[src/rtl/rx_deserializer.sv]
// UART receive deserializer: shifts RXD on mid-bit strobes, checks parity/stop,
// and commits each frame to a single-entry holding register read via RXRDY/RD.
module rx_deserializer #(
    parameter int unsigned SIZE       = 8,
    parameter int unsigned PARITY_EN  = 0,
    parameter int unsigned PARITY_ODD = 0
) (
    input  logic            CLK,
    input  logic            RST,
    input  logic            START,
    input  logic            SAMPLE,
    input  logic            RXD,
    input  logic            RD,
    output logic [SIZE-1:0] DOUT,
    output logic            RXRDY,
    output logic            PERR,
    output logic            FERR,
    output logic            OVR,
    output logic            BUSY
);

    localparam int unsigned CW = $clog2(SIZE) + 1;
    localparam int unsigned IW = (SIZE > 1) ? $clog2(SIZE) : 1;

    typedef enum logic [1:0] {StIdle, StData, StParity, StStop} state_e;

    state_e          state_q;
    logic [SIZE-1:0] shift_q;
    logic [CW-1:0]   bit_cnt_q;
    logic            perr_int_q;

    always_ff @(posedge CLK) begin
        if (RST) begin
            state_q    <= StIdle;
            shift_q    <= '0;
            bit_cnt_q  <= '0;
            perr_int_q <= 1'b0;
            DOUT       <= '0;
            RXRDY      <= 1'b0;
            PERR       <= 1'b0;
            FERR       <= 1'b0;
            OVR        <= 1'b0;
            BUSY       <= 1'b0;
        end else begin
            if (RD && RXRDY) begin
                RXRDY <= 1'b0;
                OVR   <= 1'b0;
            end
            unique case (state_q)
                StIdle: begin
                    if (START) begin
                        state_q   <= StData;
                        bit_cnt_q <= '0;
                        shift_q   <= '0;
                        BUSY      <= 1'b1;
                    end
                end
                StData: begin
                    if (SAMPLE) begin
                        shift_q[bit_cnt_q[IW-1:0]] <= RXD;
                        bit_cnt_q <= bit_cnt_q + CW'(1);
                        if (bit_cnt_q == CW'(SIZE - 1)) begin
                            state_q <= (PARITY_EN != 0) ? StParity : StStop;
                        end
                    end
                end
                StParity: begin
                    if (SAMPLE) begin
                        perr_int_q <= ((^shift_q) ^ RXD) != 1'(PARITY_ODD);
                        state_q    <= StStop;
                    end
                end
                StStop: begin
                    if (SAMPLE) begin
                        DOUT    <= shift_q;
                        FERR    <= ~RXD;
                        PERR    <= (PARITY_EN != 0) ? perr_int_q : 1'b0;
                        RXRDY   <= 1'b1;
                        // A simultaneous RD consumes the old word, so no overrun then.
                        if (RXRDY && !RD) begin
                            OVR <= 1'b1;
                        end
                        state_q <= StIdle;
                        BUSY    <= 1'b0;
                    end
                end
                default: begin
                    state_q <= StIdle;
                    BUSY    <= 1'b0;
                end
            endcase
        end
    end

endmodule

[config.mk]
export PLATFORM = sky130hd
export DESIGN_NAME = rx_deserializer
export DESIGN_NICKNAME = d
export VERILOG_FILES = /design/src/rtl/rx_deserializer.sv
export SDC_FILE = /design/constraint.sdc
export NUM_CORES = 1
export LEC_CHECK = 0
export CAP_MARGIN = 5
export CORE_ASPECT_RATIO = 1.4
export CORE_MARGIN = 2
export CORE_UTILIZATION = 57
export DETAILED_ROUTE_END_ITERATION = 16
export PLACE_DENSITY = 0.83
export SLEW_MARGIN = 0
export SYNTH_ARGS = -nofsm -noshare
export SYNTH_HDL_FRONTEND = slang
export SYNTH_SLANG_ARGS = --single-unit
[constraint.sdc]
create_clock -name CLK -period 4.2 [get_ports CLK]
set_clock_uncertainty 0.2 [all_clocks]
set_input_delay 1.05 -clock CLK [delete_from_list [all_inputs] [get_ports CLK]]
set_output_delay 1.05 -clock CLK [all_outputs]
set_load 0.005 [all_outputs]
==> impl_metrics.yaml <==
worst_setup_path:
  worstPathRequired_ns: 4.22
  max_stage_delay_ns: 0.90
  arrival_ns: 2.95
  slowest_stage: "mux2i_1"
  cp-start-kind: "primary input"
  end_kind: "flop"
  path_max_fanout: 14
  crit_chain: "clkdlybuf4s50_1, mux2i_1, a311oi_1, a211oi_1"
  critical_path_class: "primary input to flop"
  crit_buf_inv: 1
  cpLargestDelayFamily: "multiplexers"
clocking:
  cts_buffers: 3
  clock_latency_ns: 0.33
  cts_num_sinks: 26
  clkTransAtPathRegs_ns: 0.13
  cts_tree: "yes"
  ctsResizeCount: 0
  htreeDepth: 1
  cts_setup_buffers: 0
  ctsHoldBuffers: 0
  cts_buffer_depth: 2
  root_buffer: "clkbuf_4"
logic_synthesis:
  netlist.top_cell.by_area: "dfxtp_1"
  netlist_top_cells_area: "dfxtp_1 39%, nand2_1 7.3%, ha_1 5.6%"
  synthXorXnorAreaFrac_pct: 0
  yosys_warnings: 0
  synth_seq_area_share_pct: 39.0
  synthMuxAreaShare_pct: 2.62
  synth_cells: 155
  synth_top_family_by_area: "simple AND/OR/NAND/NOR gates"
  synth-seq-cells: 26
  yosysTopAreaCellShare_pct: 39.0
  synth-simple-area-share_pct: 23.1
  syn_area_per_cell_sq_um: 8.61
  synth_cell_type_count: 40
  syn_area_sq_um: 1340
  synth_fp_nets: 167
  synth-compound-area-share_pct: 22.1
  synth_adder_area_share_pct: 5.62
cells_and_area:
  register_area_sq_um: 520
  final_cell_mix: "26 x dfxtp_1, 26 x nand2_1, 17 x clkdlybuf4s50_1"
  multi_input_area_sq_um: 718
  drive_gt1_share_pct: 7.32
  n_antenna_cell: 0
  fin_nets: 177
  fillers: 180
  area_growth_pct: 13.4
global_route:
  grt_overflow: 0
  grt_pass1_wl_um: 4560
  grt_pass1_vias: 1036
  grt_util_met1_pct: 26.6
  top_usage_layer: "met2"
  grt_max_degree: 27
  gr-usage-met2_pct: 41.2
  grt_use_total_pct: 22.6
  use_met3_pct: 2.64
  antenna_found_initial: 0
floorplanning:
  die_y_um: 61.3
  io_pins: 19
  initial_utilization_pct: 60.6
  die_w_um: 44.9
  row_count: 20
  core_area_sq_um: 2200
  dieArea_sq_um: 2750
run_status:
  status: "finished clean"
power_and_ir_drop:
  combPwrFrac_pct: 42.3
  netSwitchingFraction_pct: 37.6
  power.internal_uw: 454
  netSwitchingPower_uw: 274
  power_frac_clock_pct: 17.5
  seq_power_share_pct: 40.2
  ir_drop_uv: 438
  p_total_uw: 728
  powerDensity_nw_per_um2: 481
  leakagePower_uw: 0.000490
sta:
  rsz0062_at_grt: "no"
  fin_crit_ns: 2.92
  relSlewSlack_pct: 28.5
  setup_viol: 0
  maxSlewViolCount: 0
  timing.fmax_mhz: 342
  finalSetupTns_ns: 0
  hold_viol: 0
  period_share_pct: 69.6
  worst_pin_slew_ns: 1.04
job:
  maxCapViolCount: 0
routing:
  drcViolationCount: 0
  first_pass_iters: 4
  drt_wl_total_um: 2700
  drtIter0Drc: 38
  vias_per_cell: 6.24
  wl_per_cell_um: 14.5
  vias: 1160
  antenna_left: 0
place:
  hpwl_um: 1820
  io_buffers: 17
  place_congestion: 0.876
hold_path:
  min_path_type: "flop to flop"
cells by family after synthesis:
group                      after synthesis
and+or+nand+nor                         57
DFF                                     26
buffers and inverters                   21
AOI/OAI and AO/OA                       41
adders and majority gates                6
muxes                                    3
other                                    1
final cells by class:
class / count / share of cell area, %
sequential: 26 / 34.4
multi-input combinational: 108 / 47.4
inverter: 7 / 1.74
timing repair buffer: 19 / 12.2
clock buffer: 4 / 2.40
tap: 22 / 1.82
routing by layer:
layer | share of wire [%] | vias up
met5 | 0 | -
met4 | 1.3 | 0
met3 | 3.4 | 6
met2 | 52 | 26
met1 | 43 | 550
li1 | - | 578
final timing paths:
check | start | end | slack (ns) | cells after the start
setup / recovery | SAMPLE | bit_cnt_q[2] | 1.28 | 4
hold / removal | DOUT[6] | DOUT[6] | 0.26 | 2
setup reg to reg | state_q[1] | bit_cnt_q[2] | 1.67 | 5
hold reg to reg | DOUT[6] | DOUT[6] | 0.26 | 2
cell usage after synthesis:
cell       n
a211o_1    1
a211oi_1   8
a21oi_1   13
a221oi_4   1
a311oi_1   1
a31oi_1    2
a32o_1     1
a41oi_1    1
and2_1     2
buf_2      5
buf_4      1
buf_6      1
clkbuf_1   7
conb_1     1
dfxtp_1   26
ha_1       6
inv_1      7
mux2_4     1
mux2i_1    2
nand2_1   26
nand2b_1   3
nand3_1    3
nand3b_1   5
nand4_1    3
nand4b_1   1
nor2_1     4
nor2b_1    1
nor3b_1    1
o211ai_1   1
o21ai_0    4
o21ai_1    1
o311ai_0   1
o31a_2     1
o32ai_1    5
or3_1      1
or3_4      1
or3b_1     1
or3b_2     2
or4_1      1
or4b_1     2
through the flow:
step	utilization, %	instance area [sq um]	std cells	worst slack [ns]	hold WS, ns
after floorplan	-	1340	155	1.99	0.229
after global placement	67.1	1480	182	1.16	0.237
after detailed placement	67.1	1480	182	1.04	0.243
after CTS	68.8	1510	186	1.33	0.263
after global routing	68.8	1510	186	1.13	0.279
final	68.8	1510	186	1.28	0.261
power groups by stage:
stage / logic, uW / clock network [uW] / registers, uW
floorplan: 261 / 0 / 287
global placement: 291 / 0 / 296
detailed placement: 301 / 0 / 298
CTS: 306 / 129 / 292
global route: 338 / 141 / 297
finish: 308 / 128 / 293
worst register-to-register path, cell delays in order, from the launching register on:
cell and delay [ns]:
dfxtp_1 0.36, inv_1 0.10, ha_1 0.44, mux2i_1 0.92, a311oi_1 0.10, a211oi_1 0.31
registers in the layout, summed over array words and instances (netlist names), named ones only:
signal	cells
FERR	1
shift_q	8
bit_cnt_q	4
DOUT	8
RXRDY	1
BUSY	1
state_q	2
No activity file was read; power rests on OpenSTA's default activity.
